--- src/rtl/game_ctrl.sv ---
// game_ctrl: row-scan sequencer and ball controller for the 8x8 pong display.
// The scan runs continuously; all game state moves only on frame boundaries.
module game_ctrl #(
  parameter int WIDTH        = 8,
  parameter int BIT_OF_WIDTH = 3,
  parameter int SIZE         = 2,
  parameter int ROW_CYCLES   = 1024,
  parameter int STEP_FRAMES  = 8
) (
  input  logic                      clk,
  input  logic                      rst,
  input  logic                      start,
  input  logic [BIT_OF_WIDTH-1:0]   player_top,
  input  logic [BIT_OF_WIDTH-1:0]   player_down,
  input  logic [BIT_OF_WIDTH-1:0]   player_right,
  input  logic [BIT_OF_WIDTH-1:0]   player_left,
  output logic [BIT_OF_WIDTH-1:0]   count,
  output logic [2*BIT_OF_WIDTH-1:0] pos_ball,
  output logic                      row_latch,
  output logic                      frame_tick,
  output logic [3:0]                miss,
  output logic                      playing
);

  localparam int RCW = (ROW_CYCLES > 1) ? $clog2(ROW_CYCLES) : 1;
  localparam int FCW = (STEP_FRAMES > 1) ? $clog2(STEP_FRAMES) : 1;
  localparam int CW  = BIT_OF_WIDTH + 1;

  localparam logic [RCW-1:0]          ROW_LAST   = RCW'(ROW_CYCLES - 1);
  localparam logic [RCW-1:0]          ROW_PRE    = RCW'(ROW_CYCLES - 2);
  localparam logic [RCW-1:0]          LATCH_PRE  = RCW'(1);
  localparam logic [BIT_OF_WIDTH-1:0] ROW_MAX    = BIT_OF_WIDTH'(WIDTH - 1);
  localparam logic [BIT_OF_WIDTH-1:0] COORD_LO   = BIT_OF_WIDTH'(1);
  localparam logic [BIT_OF_WIDTH-1:0] COORD_HI   = BIT_OF_WIDTH'(WIDTH - 2);
  localparam logic [BIT_OF_WIDTH-1:0] CENTER     = BIT_OF_WIDTH'(WIDTH / 2 - 1);
  localparam logic [FCW-1:0]          FRAME_LAST = FCW'(STEP_FRAMES - 1);
  localparam logic [CW-1:0]           SPAN       = CW'(SIZE - 1);
  localparam logic [CW-1:0]           FAR_LO     = CW'(WIDTH - SIZE);
  localparam logic [CW-1:0]           FAR_HI     = CW'(WIDTH - 1);

  typedef enum logic [1:0] {IDLE, SERVE, PLAY} state_t;

  state_t                  state;
  logic [RCW-1:0]          row_cnt;
  logic [FCW-1:0]          frame_cnt;
  logic [BIT_OF_WIDTH-1:0] ball_x;
  logic [BIT_OF_WIDTH-1:0] ball_y;
  logic                    dir_x;
  logic                    dir_y;
  logic                    serve_x;
  logic                    serve_y;

  logic [CW-1:0]           bx_w;
  logic [CW-1:0]           by_w;
  logic                    cov_left;
  logic                    cov_right;
  logic                    cov_down;
  logic                    cov_top;
  logic [BIT_OF_WIDTH-1:0] next_x;
  logic [BIT_OF_WIDTH-1:0] next_y;
  logic                    next_dx;
  logic                    next_dy;
  logic                    miss_l;
  logic                    miss_r;
  logic                    miss_t;
  logic                    miss_d;
  logic [3:0]              step_miss;

  assign pos_ball = {ball_x, ball_y};

  // Paddle coverage is checked with one spare bit so pos+SIZE never wraps.
  assign bx_w      = {1'b0, ball_x};
  assign by_w      = {1'b0, ball_y};
  assign cov_left  = (by_w >= {1'b0, player_left}) && (by_w <= {1'b0, player_left} + SPAN);
  assign cov_right = (by_w + {1'b0, player_right} >= FAR_LO) && (by_w + {1'b0, player_right} <= FAR_HI);
  assign cov_down  = (bx_w >= {1'b0, player_down}) && (bx_w <= {1'b0, player_down} + SPAN);
  assign cov_top   = (bx_w + {1'b0, player_top} >= FAR_LO) && (bx_w + {1'b0, player_top} <= FAR_HI);

  // Row-scan counters; row_latch and frame_tick are decoded one clock early so they come out registered.
  always_ff @(posedge clk or posedge rst) begin
    if (rst) begin
      row_cnt    <= '0;
      count      <= '0;
      row_latch  <= 1'b0;
      frame_tick <= 1'b0;
    end else begin
      row_latch  <= (row_cnt == LATCH_PRE);
      frame_tick <= (row_cnt == ROW_PRE) && (count == ROW_MAX);
      if (row_cnt == ROW_LAST) begin
        row_cnt <= '0;
        count   <= (count == ROW_MAX) ? '0 : count + 1'b1;
      end else begin
        row_cnt <= row_cnt + 1'b1;
      end
    end
  end

  // Candidate ball move for the next step, each axis resolved independently against its paddle.
  always_comb begin
    next_x  = ball_x;
    next_y  = ball_y;
    next_dx = dir_x;
    next_dy = dir_y;
    miss_l  = 1'b0;
    miss_r  = 1'b0;
    miss_t  = 1'b0;
    miss_d  = 1'b0;

    if (dir_x && (ball_x == COORD_HI)) begin
      if (cov_right) begin
        next_dx = 1'b0;
        next_x  = ball_x - 1'b1;
      end else begin
        miss_r = 1'b1;
      end
    end else if (!dir_x && (ball_x == COORD_LO)) begin
      if (cov_left) begin
        next_dx = 1'b1;
        next_x  = ball_x + 1'b1;
      end else begin
        miss_l = 1'b1;
      end
    end else begin
      next_x = dir_x ? ball_x + 1'b1 : ball_x - 1'b1;
    end

    if (dir_y && (ball_y == COORD_HI)) begin
      if (cov_down) begin
        next_dy = 1'b0;
        next_y  = ball_y - 1'b1;
      end else begin
        miss_d = 1'b1;
      end
    end else if (!dir_y && (ball_y == COORD_LO)) begin
      if (cov_top) begin
        next_dy = 1'b1;
        next_y  = ball_y + 1'b1;
      end else begin
        miss_t = 1'b1;
      end
    end else begin
      next_y = dir_y ? ball_y + 1'b1 : ball_y - 1'b1;
    end

    if (miss_l) begin
      step_miss = 4'b0001;
    end else if (miss_r) begin
      step_miss = 4'b0010;
    end else if (miss_t) begin
      step_miss = 4'b1000;
    end else if (miss_d) begin
      step_miss = 4'b0100;
    end else begin
      step_miss = 4'b0000;
    end
  end

  // Game state machine; everything here advances only on the edge closing a frame_tick cycle.
  always_ff @(posedge clk or posedge rst) begin
    if (rst) begin
      state     <= IDLE;
      frame_cnt <= '0;
      ball_x    <= CENTER;
      ball_y    <= CENTER;
      dir_x     <= 1'b1;
      dir_y     <= 1'b1;
      serve_x   <= 1'b1;
      serve_y   <= 1'b1;
      miss      <= 4'b0000;
      playing   <= 1'b0;
    end else begin
      miss <= 4'b0000;
      if (frame_tick) begin
        case (state)
          IDLE: begin
            if (start) begin
              state     <= SERVE;
              playing   <= 1'b1;
              frame_cnt <= '0;
              dir_x     <= serve_x;
              dir_y     <= serve_y;
            end
          end
          SERVE: begin
            if (frame_cnt == FRAME_LAST) begin
              state     <= PLAY;
              frame_cnt <= '0;
            end else begin
              frame_cnt <= frame_cnt + 1'b1;
            end
          end
          PLAY: begin
            if (frame_cnt == FRAME_LAST) begin
              frame_cnt <= '0;
              if (step_miss != 4'b0000) begin
                miss    <= step_miss;
                ball_x  <= CENTER;
                ball_y  <= CENTER;
                serve_x <= ~serve_x;
                serve_y <= ~serve_y;
                dir_x   <= ~serve_x;
                dir_y   <= ~serve_y;
                state   <= SERVE;
              end else begin
                ball_x <= next_x;
                ball_y <= next_y;
                dir_x  <= next_dx;
                dir_y  <= next_dy;
              end
            end else begin
              frame_cnt <= frame_cnt + 1'b1;
            end
          end
          default: begin
            state <= IDLE;
          end
        endcase
      end
    end
  end

endmodule

--- config.mk ---
export PLATFORM = sky130hd
export DESIGN_NAME = game_ctrl
export DESIGN_NICKNAME = d
export VERILOG_FILES = /design/src/rtl/game_ctrl.sv
export SDC_FILE = /design/constraint.sdc
export NUM_CORES = 1
export LEC_CHECK = 0
export CAP_MARGIN = 20
export CORE_MARGIN = 2
export CORE_UTILIZATION = 43
export DETAILED_ROUTE_END_ITERATION = 10
export SKIP_LAST_GASP = 1
export SLEW_MARGIN = 15
export SYNTH_ARGS = -nofsm -noshare
export SYNTH_HDL_FRONTEND = slang
export SYNTH_SLANG_ARGS = --single-unit
--- constraint.sdc ---
create_clock -name clk -period 3 [get_ports clk]
set_clock_uncertainty 0.1 [all_clocks]
set_input_delay 0.6 -clock clk [delete_from_list [all_inputs] [get_ports clk]]
set_output_delay 0.6 -clock clk [all_outputs]
set_load 0.02 [all_outputs]
==> reports/results.ini <==
[outcome]
status=completed

[die]
die_w_um=79.1
start_util_pct=44.3
ios=31
die-area_um2=6260
core_area_um2=5470
die_y_um=79.1
num_rows=27

[cts]
clockRootBuffer=clkbuf_8
clk_latency_ps=290
htree_levels=2
cts_buffers=5
cts.sinks=35
clk_path_buf_depth=2
cts_tree=done
clk_pin_slew_worst_paths_ps=70

[global_routing]
grt.total_usage_pct=17.5
grt_pass1_wl_mm=8.75
grt_overflow=0
antenna_found_initial=0
grt_max_degree=36
grt_pass1_vias=1951

[finish]
fin_cells=378
final_area_um2=3130
layout.nets=362
drive_gt1_share_pct=18.0
syn_to_final_growth_pct=28.9
n_antenna_cell=0

[setup_path]
crit_type=in -> reg
path_cells=dlygate4sd2_1, ha_2, fa_1, nand4bb_1, a211oi_2, nor3_2, a221o_1, or2_1, o21ai_2, mux2_4
cpLargestDelayFamily=compound AO/OA/AOI/OAI gates
rrSetupSlack_ps=270
slowest_stage=fa_1
cp-end-kind=flip-flop
cpPeakStageDelay_ps=500
path_max_fanout=2
worstPathRequired_ps=3080
cp.arrival_ps=2980
start_kind=input pin
path_buf_inv=1

[synth]
ys_warn_count=0
syn_inst=250
synth_top_cell_area_share_pct=27.8
synthDistinctLibCells=44
synth_seq_cells=35
seq_area_frac_synth_pct=36.5
syn_avg_cell_area_um2=9.70
synth.area.top_cells=dfrtp_1 (28%), ha_1 (21%), dfstp_2 (8.7%)
synthArstFlopShare_pct=100
syn-num-nets=307
yosys.cell_count.top_type=ha_1
yosysTopAreaCell=dfrtp_1
synth-main-ff-cell=dfrtp_1
synth_commonest_cells=ha_1 (40), dfrtp_1 (27), inv_1 (24)
synth_edf_count=0
syn-cell-area_um2=2430

[drt]
post_drt_via_cell_ratio=5.18
drt-total-wl_mm=4.85
ant_nets=0
wl_per_cell_um=12.8
post-route-drc-count=0
drt_iter0_drc=67
vias=1958
dr.pass1.iters=4

[sta]
finalHoldViolations=0
clock.fmax_mhz=345
min_period_over_period_pct=96.6
rsz0062_at_grt=false
post-route-min-period_ps=2900
final-max-slew-violation-count=0
max_slew_margin_pct=63.0
setup-violations-final=0
timing.setup.tns_ps=0
worst_slew_pin_slew_ps=553
holdWs_ps=380

[hold_path]
hold_path.class=reg -> reg

[placed_design]
placed_cell_area_um2=2940
hpwl_mm=3.63
dp.cells=368
gp_congestion=0.778
io_buffers=30

[flow_run]
max_cap_violations=0

[power]
ir_worst_vdd_v=0.000262
total_leakage_power_nw=1.51
power.density_nw_per_um2=323

==> worst register-to-register path: stages, from the launching register on <==
cell       delay, ps
dfstp_2          370
ha_2             190
fa_1             500
nand4bb_1        120
a211oi_2         270
nor3_2            70
a221o_1          290
or2_1            250
o21ai_2          160
mux2_4           310
==> per-stage QoR <==
stage	power, mW	setup slack (ps)	utilization, %
floorplan	0.528	24.9	-
global placement	0.572	-432	53.7
detailed placement	0.573	-475	53.7
CTS	1.02	25.6	56.5
global route	1.05	4.01	57.2
finish	1.01	102	57.2
==> per-layer routing <==
layer  share of wire, %  routed length (um)  GRT usage [%]
met1                 48                2340           23.0
met2                 47                2270           29.3
met3                3.7                 178           3.41
met4                1.3                  65           5.17
met5                  0                   0              0
==> final timing paths <==
| path | from | endpoint | cells past startpoint |
|---|---|---|---|
| hold / removal | playing$_DFFE_PP0P_ | playing$_DFFE_PP0P_ | 1 |
| hold reg to reg | playing$_DFFE_PP0P_ | playing$_DFFE_PP0P_ | 1 |
| min in group asynchronous | rst | row_cnt[3]$_DFF_PP0_ | 3 |
| setup reg to reg | ball_y[0]$_DFFE_PP1P_ | state[1]$_DFFE_PP0P_ | 9 |
| max in group asynchronous | rst | ball_y[0]$_DFFE_PP1P_ | 3 |
| setup / recovery | player_right[0] | state[1]$_DFFE_PP0P_ | 10 |
==> state kept, by name (all words and copies together) (netlist names), 2 cells and up <==
signal	cells
ball_x	3
ball_y	3
count	3
frame_cnt	3
miss	4
row_cnt	10
state	2
==> where the power goes <==
group | leakage, nW | internal, mW | total (mW) | switching [mW]
Clock | 0.0612 | 0.269 | 0.444 | 0.175
Combinational | 0.999 | 0.0484 | 0.0925 | 0.0441
Sequential | 0.446 | 0.472 | 0.472 | 0
Total | 1.51 | 0.789 | 1.01 | 0.220
==> kinds of logic after synthesis <==
logic type                 after synthesis  share of synthesized area (%)
muxes                                    5                           2.32
xor gates and xnor gates                13                           4.69
DFF                                     35                           36.5
adders and majority gates               42                           22.3
buffers and inverters                   26                           4.33
AOI/OAI and AO/OA                       51                           13.7
and+or+nand+nor                         78                           16.1
==> cells in the final DEF (no fill, tap or decap), types with 4 or more instances in the layout <==
| master | synthesis | layout |
|---|---|---|
| a21oi_1 | 10 | 10 |
| buf_4 | 0 | 19 |
| clkbuf_8 | 0 | 6 |
| clkdlybuf4s50_1 | 0 | 24 |
| dfrtp_1 | 27 | 27 |
| dfstp_2 | 8 | 8 |
| ha_1 | 40 | 37 |
| inv_1 | 24 | 24 |
| mux2_2 | 5 | 4 |
| nand2_1 | 15 | 15 |
| nand3_1 | 13 | 13 |
| nor2_1 | 23 | 23 |
| nor2b_1 | 6 | 6 |
| o21ai_0 | 18 | 13 |
| o21ai_2 | 0 | 4 |
| xnor2_1 | 9 | 9 |
| xor2_1 | 4 | 4 |
==> layout make-up <==
cell class | count | area (um2)
Fill cell | 530 | 2340
Multi-Input combinational cell | 189 | 1490
Sequential cell | 35 | 886
Timing Repair Buffer | 50 | 458
Inverter | 24 | 90.1
Tap cell | 72 | 90.1
Clock buffer | 6 | 82.6
Clock inverter | 2 | 35.0
==> what timing repair did <==
action	4_1_cts	5_1_grt
buffers inserted	1	1
cloned	0	0
gates resized for setup	12	12
hold buffers	0	0
setup endpoints to repair	11	12
pin swaps	12	8
Note: power is estimated with default switching activity, not from simulation.
